--- config.mk ---
export PLATFORM = sky130hd
export DESIGN_NAME = xorexec_multi
export DESIGN_NICKNAME = d
export VERILOG_FILES = /design/src/rtl/xorexec_pkg.sv /design/src/rtl/xorexec_fifo.sv /design/src/rtl/xorexec_multi.sv
export SDC_FILE = /design/constraint.sdc
export NUM_CORES = 1
export LEC_CHECK = 0
export BUFFER_PORTS_ARGS = -buffer_cell sky130_fd_sc_hd__buf_2
export CAP_MARGIN = 20
export CORE_MARGIN = 10
export CORE_UTILIZATION = 45
export CTS_CLUSTER_DIAMETER = 40
export DETAILED_ROUTE_END_ITERATION = 10
export GPL_ROUTABILITY_DRIVEN = 0
export GPL_TIMING_DRIVEN = 0
export HOLD_SLACK_MARGIN = 0.12
export PLACE_DENSITY_LB_ADDON = 0.05
export SLEW_MARGIN = 5
export SYNTH_ARGS = -nofsm -noshare
export SYNTH_HDL_FRONTEND = slang
export SYNTH_HIERARCHICAL = 1
export SYNTH_SLANG_ARGS = --single-unit
--- constraint.sdc ---
create_clock -name clk -period 3.7 [get_ports clk]
set_input_delay 0.185 -clock clk [delete_from_list [all_inputs] [get_ports clk]]
set_output_delay 0.185 -clock clk [all_outputs]
set_load 0.02 [all_outputs]
--- src/rtl/xorexec_pkg.sv ---
// Shared types and helpers for the multi-op packet reducer: opcode and FSM
// state encodings, header field positions and the reduction operators.
package xorexec_pkg;

    typedef enum logic [1:0] {
        OP_XOR = 2'd0,
        OP_AND = 2'd1,
        OP_OR  = 2'd2,
        OP_ADD = 2'd3
    } op_e;

    typedef enum logic [2:0] {
        ST_IDLE  = 3'd0,
        ST_ACCUM = 3'd2,
        ST_PUSH  = 3'd4
    } state_e;

    localparam int OP_LSB  = 0;
    localparam int OP_MSB  = 1;
    localparam int CNT_LSB = 2;

    // Helpers work on a wide word; callers zero-extend in and truncate out,
    // which keeps ADD modulo 2^DWIDTH for any DWIDTH up to MAX_W.
    localparam int MAX_W = 64;
    typedef logic [MAX_W-1:0] word_t;

    function automatic word_t identity(input op_e op);
        return (op == OP_AND) ? '1 : '0;
    endfunction

    function automatic word_t apply(input op_e op, input word_t a, input word_t b);
        case (op)
            OP_XOR:  return a ^ b;
            OP_AND:  return a & b;
            OP_OR:   return a | b;
            OP_ADD:  return a + b;
            default: return a ^ b;
        endcase
    endfunction

endpackage

--- src/rtl/xorexec_fifo.sv ---
// Synchronous FIFO with first-word fall-through head; a full push or an
// empty pop is ignored, and the head reads as zero while empty.
module xorexec_fifo #(
    parameter int WIDTH = 8,
    parameter int DEPTH = 8
) (
    input  logic             clk,
    input  logic             rst,
    input  logic             wr_en,
    input  logic [WIDTH-1:0] wr_data,
    input  logic             rd_en,
    output logic [WIDTH-1:0] rd_data,
    output logic             not_full,
    output logic             not_empty
);

    localparam int AW = (DEPTH > 1) ? $clog2(DEPTH) : 1;

    logic [WIDTH-1:0] mem [DEPTH];
    logic [AW-1:0]    wr_ptr_q, wr_ptr_d;
    logic [AW-1:0]    rd_ptr_q, rd_ptr_d;
    logic [AW:0]      count_q, count_d;
    logic             do_wr, do_rd;

    // NOTE: every signal gets a default at the top of the block so no path leaves it unassigned (no latch).
    always_comb begin
        not_full  = (count_q != (AW+1)'(DEPTH));
        not_empty = (count_q != '0);
        do_wr     = wr_en && not_full;
        do_rd     = rd_en && not_empty;
        wr_ptr_d  = wr_ptr_q + AW'(do_wr);
        rd_ptr_d  = rd_ptr_q + AW'(do_rd);
        count_d   = count_q + (AW+1)'(do_wr) - (AW+1)'(do_rd);
        rd_data   = not_empty ? mem[rd_ptr_q] : '0;
    end

    // NOTE: non-blocking assignments in clocked blocks so every flop samples pre-edge values.
    always_ff @(posedge clk or posedge rst) begin
        if (rst) begin
            wr_ptr_q <= '0;
            rd_ptr_q <= '0;
            count_q  <= '0;
        end else begin
            wr_ptr_q <= wr_ptr_d;
            rd_ptr_q <= rd_ptr_d;
            count_q  <= count_d;
        end
    end

    // NOTE: storage is not reset; stale entries are unreachable once the pointers and count clear.
    always_ff @(posedge clk) begin
        if (do_wr) begin
            mem[wr_ptr_q] <= wr_data;
        end
    end

endmodule

--- src/rtl/xorexec_multi.sv ---
// Packet reducer: header {N, op} then N operands in, one reduced result out,
// buffered on both sides by FWFT FIFOs.
module xorexec_multi
    import xorexec_pkg::*;
#(
    parameter int DWIDTH = 8,
    parameter int IDEPTH = 8,
    parameter int ODEPTH = 4
) (
    input  logic              clk,
    input  logic              rst,
    input  logic              ififo_push,
    output logic              ififo_not_full,
    input  logic [DWIDTH-1:0] idata,
    input  logic              ofifo_pop,
    output logic              ofifo_rdy,
    output logic [DWIDTH-1:0] odata,
    output logic [2:0]        exec_state,
    input  logic              err_clr,
    output logic              ovfl_err,
    output logic              udfl_err
);

    localparam int CW = DWIDTH - CNT_LSB;

    localparam logic [2:0] S_IDLE  = ST_IDLE;
    localparam logic [2:0] S_ACCUM = ST_ACCUM;
    localparam logic [2:0] S_PUSH  = ST_PUSH;

    logic [DWIDTH-1:0] in_data;
    logic              in_ne, in_pop;
    logic              out_nf, out_wr;
    op_e               hdr_op;
    logic [CW-1:0]     hdr_cnt;

    logic [2:0]        state_q, state_d;
    op_e               op_q, op_d;
    logic [CW-1:0]     cnt_q, cnt_d;
    logic [DWIDTH-1:0] acc_q, acc_d;
    logic              ovfl_q, ovfl_d;
    logic              udfl_q, udfl_d;

    xorexec_fifo #(.WIDTH(DWIDTH), .DEPTH(IDEPTH)) u_ififo (
        .clk       (clk),
        .rst       (rst),
        .wr_en     (ififo_push),
        .wr_data   (idata),
        .rd_en     (in_pop),
        .rd_data   (in_data),
        .not_full  (ififo_not_full),
        .not_empty (in_ne)
    );

    xorexec_fifo #(.WIDTH(DWIDTH), .DEPTH(ODEPTH)) u_ofifo (
        .clk       (clk),
        .rst       (rst),
        .wr_en     (out_wr),
        .wr_data   (acc_q),
        .rd_en     (ofifo_pop),
        .rd_data   (odata),
        .not_full  (out_nf),
        .not_empty (ofifo_rdy)
    );

    assign hdr_op  = op_e'(in_data[OP_MSB:OP_LSB]);
    assign hdr_cnt = in_data[DWIDTH-1:CNT_LSB];

    always_comb begin
        state_d = state_q;
        op_d    = op_q;
        cnt_d   = cnt_q;
        acc_d   = acc_q;
        in_pop  = 1'b0;
        out_wr  = 1'b0;
        case (state_q)
            S_IDLE: begin
                if (in_ne) begin
                    in_pop  = 1'b1;
                    op_d    = hdr_op;
                    cnt_d   = hdr_cnt;
                    acc_d   = DWIDTH'(identity(hdr_op));
                    state_d = (hdr_cnt == '0) ? S_PUSH : S_ACCUM;
                end
            end
            S_ACCUM: begin
                if (in_ne) begin
                    in_pop = 1'b1;
                    acc_d  = DWIDTH'(apply(op_q, MAX_W'(acc_q), MAX_W'(in_data)));
                    cnt_d  = cnt_q - CW'(1);
                    if (cnt_q == CW'(1)) begin
                        state_d = S_PUSH;
                    end
                end
            end
            S_PUSH: begin
                if (out_nf) begin
                    out_wr  = 1'b1;
                    state_d = S_IDLE;
                end
            end
            default: state_d = S_IDLE;
        endcase
    end

    // A new error in the same cycle as err_clr wins, so no event is lost.
    always_comb begin
        ovfl_d = (ovfl_q & ~err_clr) | (ififo_push & ~ififo_not_full);
        udfl_d = (udfl_q & ~err_clr) | (ofifo_pop & ~ofifo_rdy);
    end

    always_ff @(posedge clk or posedge rst) begin
        if (rst) begin
            state_q <= S_IDLE;
            op_q    <= OP_XOR;
            cnt_q   <= '0;
            acc_q   <= '0;
            ovfl_q  <= 1'b0;
            udfl_q  <= 1'b0;
        end else begin
            state_q <= state_d;
            op_q    <= op_d;
            cnt_q   <= cnt_d;
            acc_q   <= acc_d;
            ovfl_q  <= ovfl_d;
            udfl_q  <= udfl_d;
        end
    end

    assign exec_state = state_q;
    assign ovfl_err   = ovfl_q;
    assign udfl_err   = udfl_q;

endmodule

==> out/summary.txt <==
Largest net degree at the start of global routing -> 21
Least-Margin Pin Slew -> 0.899 ns
Die Ht -> 139 um
Final nets -> 579
Period utilization -> 90.7%
Ys Warns -> 6
Most common cell on crit path -> inv_1
Net Count, Synth -> 518
Cells after Synth -> 472
Slew Viols, Final -> 0
Routed Antenna Nets -> 0
Minimum clock period -> 3.36 ns
Fillers -> 1182
Slew headroom -> 40.0%
Avg WL per Cell -> 18.4 um
Grt total ovfl -> 0
Clk sinks -> 133
Worst setup SP type -> flip-flop
RSZ-0062 raised after global routing -> false
Root Driver -> clkbuf_16
DR vias -> 3943
FMAX -> 298 MHz
Async SR Flop Fraction -> 27.8%
Max Root-Sink Buffers -> 2
CP arrival -> 3.69 ns
Critical-path top delay cell -> fa_1
Worst reg2reg setup slack -> 0.34 ns
Setup crit end -> u_ififo/count_q[2]
Worst min-delay path class -> in -> async
Dpl hpwl -> 9.39 mm
Antenna Cells -> 0
Core area -> 0.0139 mm^2
Max FO, Critical Path -> 11
Power Dens Cells -> 926 mW/mm^2
Setup violation total in the final timing report -> 0
Reg2reg path depth -> 16
Max-cap viol count -> 0
Site row count -> 43
Vias per inst -> 5.45
Worst vdd ir -> 0.363 mV
Synth cell types -> 62
Num CTS Buffers -> 17
Initial core utilization -> 46.1%
Syn avg cell area -> 13.6 um^2
Vias in the first global route -> 4128
Required @ worst endpoint -> 4.03 ns
DR iter-0 viols -> 299
DR pass1 iterations -> 5
Synth Register Bits -> 133
Max incr delay on CP -> 0.39 ns
H-tree levels -> 4
Leakage -> 0.00303 uW
Routed WL -> 13.3 mm
Share of layout cells above drive strength 1 -> 16.7%
Cell area after synthesis -> 0.00642 mm^2
Worst Setup End Kind -> flip-flop
Final setup TNS -> 0 ns
Reg clk slew, reported paths -> 0.05 ns
Initial antenna violation count -> 0
CP startpoint -> u_ififo/count_q[2]
Post-synth EDFFs -> 96
Hold Violations, Final -> 0
FF-to-FF End -> u_ififo/count_q[2]
Drt drc -> 0
Die area -> 0.0195 mm^2
Area Overhead vs Synth -> 16.1%
Pwr Total -> 6910 uW
Global Route Usage Sum -> 14.2%
IO Count -> 28
Register area share after synthesis -> 59.3%
Worst-path cell chain -> inv_1 > ha_1 > nor3b_1 > inv_1 > nand2b_1 > buf_4 > inv_2 > buf_6 > buf_2 > nor2b_1 > ha_1 > inv_1 > ha_1 > inv_1 > fa_1 > xnor2_1
R2R Path Start -> u_ififo/count_q[2]
Crit Path Class -> reg -> reg
First-pass GRT wire length -> 21.8 mm
DIE WIDTH -> 139 um
CTS tree -> built
Ys flop type -> edfxtp_1
Clock Skew -> 0.00939 ns
Worst-Skew Late Latency -> 0.42 ns
Status -> completed
IO Port Bufs -> 26
per-stage QoR:
| stage | setup WS, ns | hold WS, ns | area, um^2 | util [%] | instances |
|---|---|---|---|---|---|
| finish | 0.343 | 0.271 | 7460 | 53.5 | 724 |
| global route | 0.145 | 0.300 | 7460 | 53.5 | 724 |
| CTS | 0.341 | 0.265 | 7460 | 53.5 | 724 |
| detailed placement | 0.372 | 0.159 | 6810 | 48.8 | 681 |
| global placement | 0.401 | 0.149 | 6780 | 48.6 | 678 |
| floorplan | 0.945 | -0.0116 | 6420 | - | 472 |
worst max-delay path, delay by kind of cell (launching register included):
family / cells / cell delay, ns
adder cells (fa/ha/maj): 4 / 1.00
XOR/XNOR: 1 / 0.20
AND/OR/NAND/NOR: 3 / 0.61
flip-flops: 1 / 0.36
buffers and inverters: 8 / 1.10
cell families after synthesis:
group / count (synthesis) / synth area share [%]
flip-flops: 133 / 59.3
multiplexers: 47 / 9.14
other: 1 / 0.0584
adder cells (fa/ha/maj): 33 / 6.66
XOR/XNOR: 12 / 1.64
buffers and inverters: 62 / 5.40
AND/OR/NAND/NOR: 97 / 8.41
AO/OA/AOI/OAI: 87 / 9.41
cells in the final DEF (no fill, tap or decap), types with 3 or more instances in the layout:
cell,instances
a211oi_1,4
a21o_1,4
a21oi_1,15
a22oi_1,17
and2_1,10
and3_1,10
buf_12,3
buf_2,31
buf_4,4
buf_6,6
clkbuf_1,5
clkbuf_16,17
clkinv_2,4
clkinvlp_4,3
dfrtp_1,37
dlygate4sd3_1,13
edfxtp_1,96
ha_1,31
inv_1,38
mux2i_1,38
mux4_2,8
nand2_1,17
nand2b_1,7
nand3_1,7
nor2_1,16
nor2b_1,5
nor3_1,5
nor3b_1,3
o211ai_1,6
o21a_1,3
o21ai_0,12
o22ai_1,9
or4_1,3
xnor2_1,6
xor2_1,6
flip-flops by register name, indices dropped and copies added (netlist names):
name and flops:
u_ofifo/count_q 3, u_ififo/mem 64, op_q 2, cnt_q 6, u_ififo/count_q 4, u_ififo/wr_ptr_q 3, exec_state 2, udfl_err 1
ovfl_err 1, u_ofifo/rd_ptr_q 2, u_ofifo/wr_ptr_q 2, u_ofifo/mem 32, acc_q 8, u_ififo/rd_ptr_q 3
layout make-up:
class                      instances  area (um^2)  area share, %
clock buffer                      19          433           5.80
inverter                          41          156           2.10
clock inverter                    11         88.8           1.19
multi-input combinational        277         2280           30.5
buffer                            21          190           2.55
sequential                       133         3810           51.1
tap                              180          225           3.02
timing repair buffer              42          278           3.72
worst min-delay path by stage:
stage / slack [ns] / startpoint / depth (start not counted) / end
floorplan: -0.01 / rst / 1 / u_ofifo/count_q[0]
global placement: 0.15 / rst / 2 / u_ofifo/count_q[0]
detailed placement: 0.16 / rst / 2 / u_ofifo/count_q[0]
CTS: 0.26 / rst / 3 / u_ofifo/rd_ptr_q[1]
global route: 0.30 / rst / 3 / u_ofifo/rd_ptr_q[1]
finish: 0.27 / rst / 3 / u_ofifo/count_q[1]
cells in the mapped netlist (all sizes together) (6+ instances only):
master | instances | share of area, %
edfxtp | 96 | 45
inv | 41 | 2.4
mux2i | 38 | 5.9
dfrtp | 37 | 14
ha | 31 | 6.0
nand2 | 18 | 1.2
a22oi | 17 | 2.0
buf | 16 | 2.6
nor2 | 16 | 0.93
a21oi | 15 | 1.2
o21ai | 14 | 1.3
and2 | 10 | 0.97
and3 | 10 | 0.97
mux4 | 9 | 3.2
o22ai | 9 | 0.88
nand2b | 7 | 0.68
nand3 | 7 | 0.55
nor3 | 7 | 0.62
o211ai | 6 | 0.70
xnor2 | 6 | 0.82
xor2 | 6 | 0.82
report_power, final:
| group | switching, uW | internal, uW |
|---|---|---|
| clock network | 582 | 903 |
| registers | 235 | 1980 |
| logic | 1830 | 1380 |
repair_timing:
| item | in CTS | in global routing |
|---|---|---|
| hold buffers | 13 | 0 |
| setup buffers | 0 | 0 |
| gates resized for setup | 0 | 0 |
| hold endpoints to repair | 105 | 0 |
routing by layer:
| metal | GRT usage, % | vias to the layer above | wire length, um |
|---|---|---|---|
| li1 | - | 1879 | - |
| met1 | 16.5 | 1972 | 5830 |
| met2 | 24.3 | 70 | 6790 |
| met3 | 3.74 | 22 | 463 |
| met4 | 5.82 | 0 | 250 |
| met5 | 0 | - | 0 |
Power figures use the tool's default switching activity.
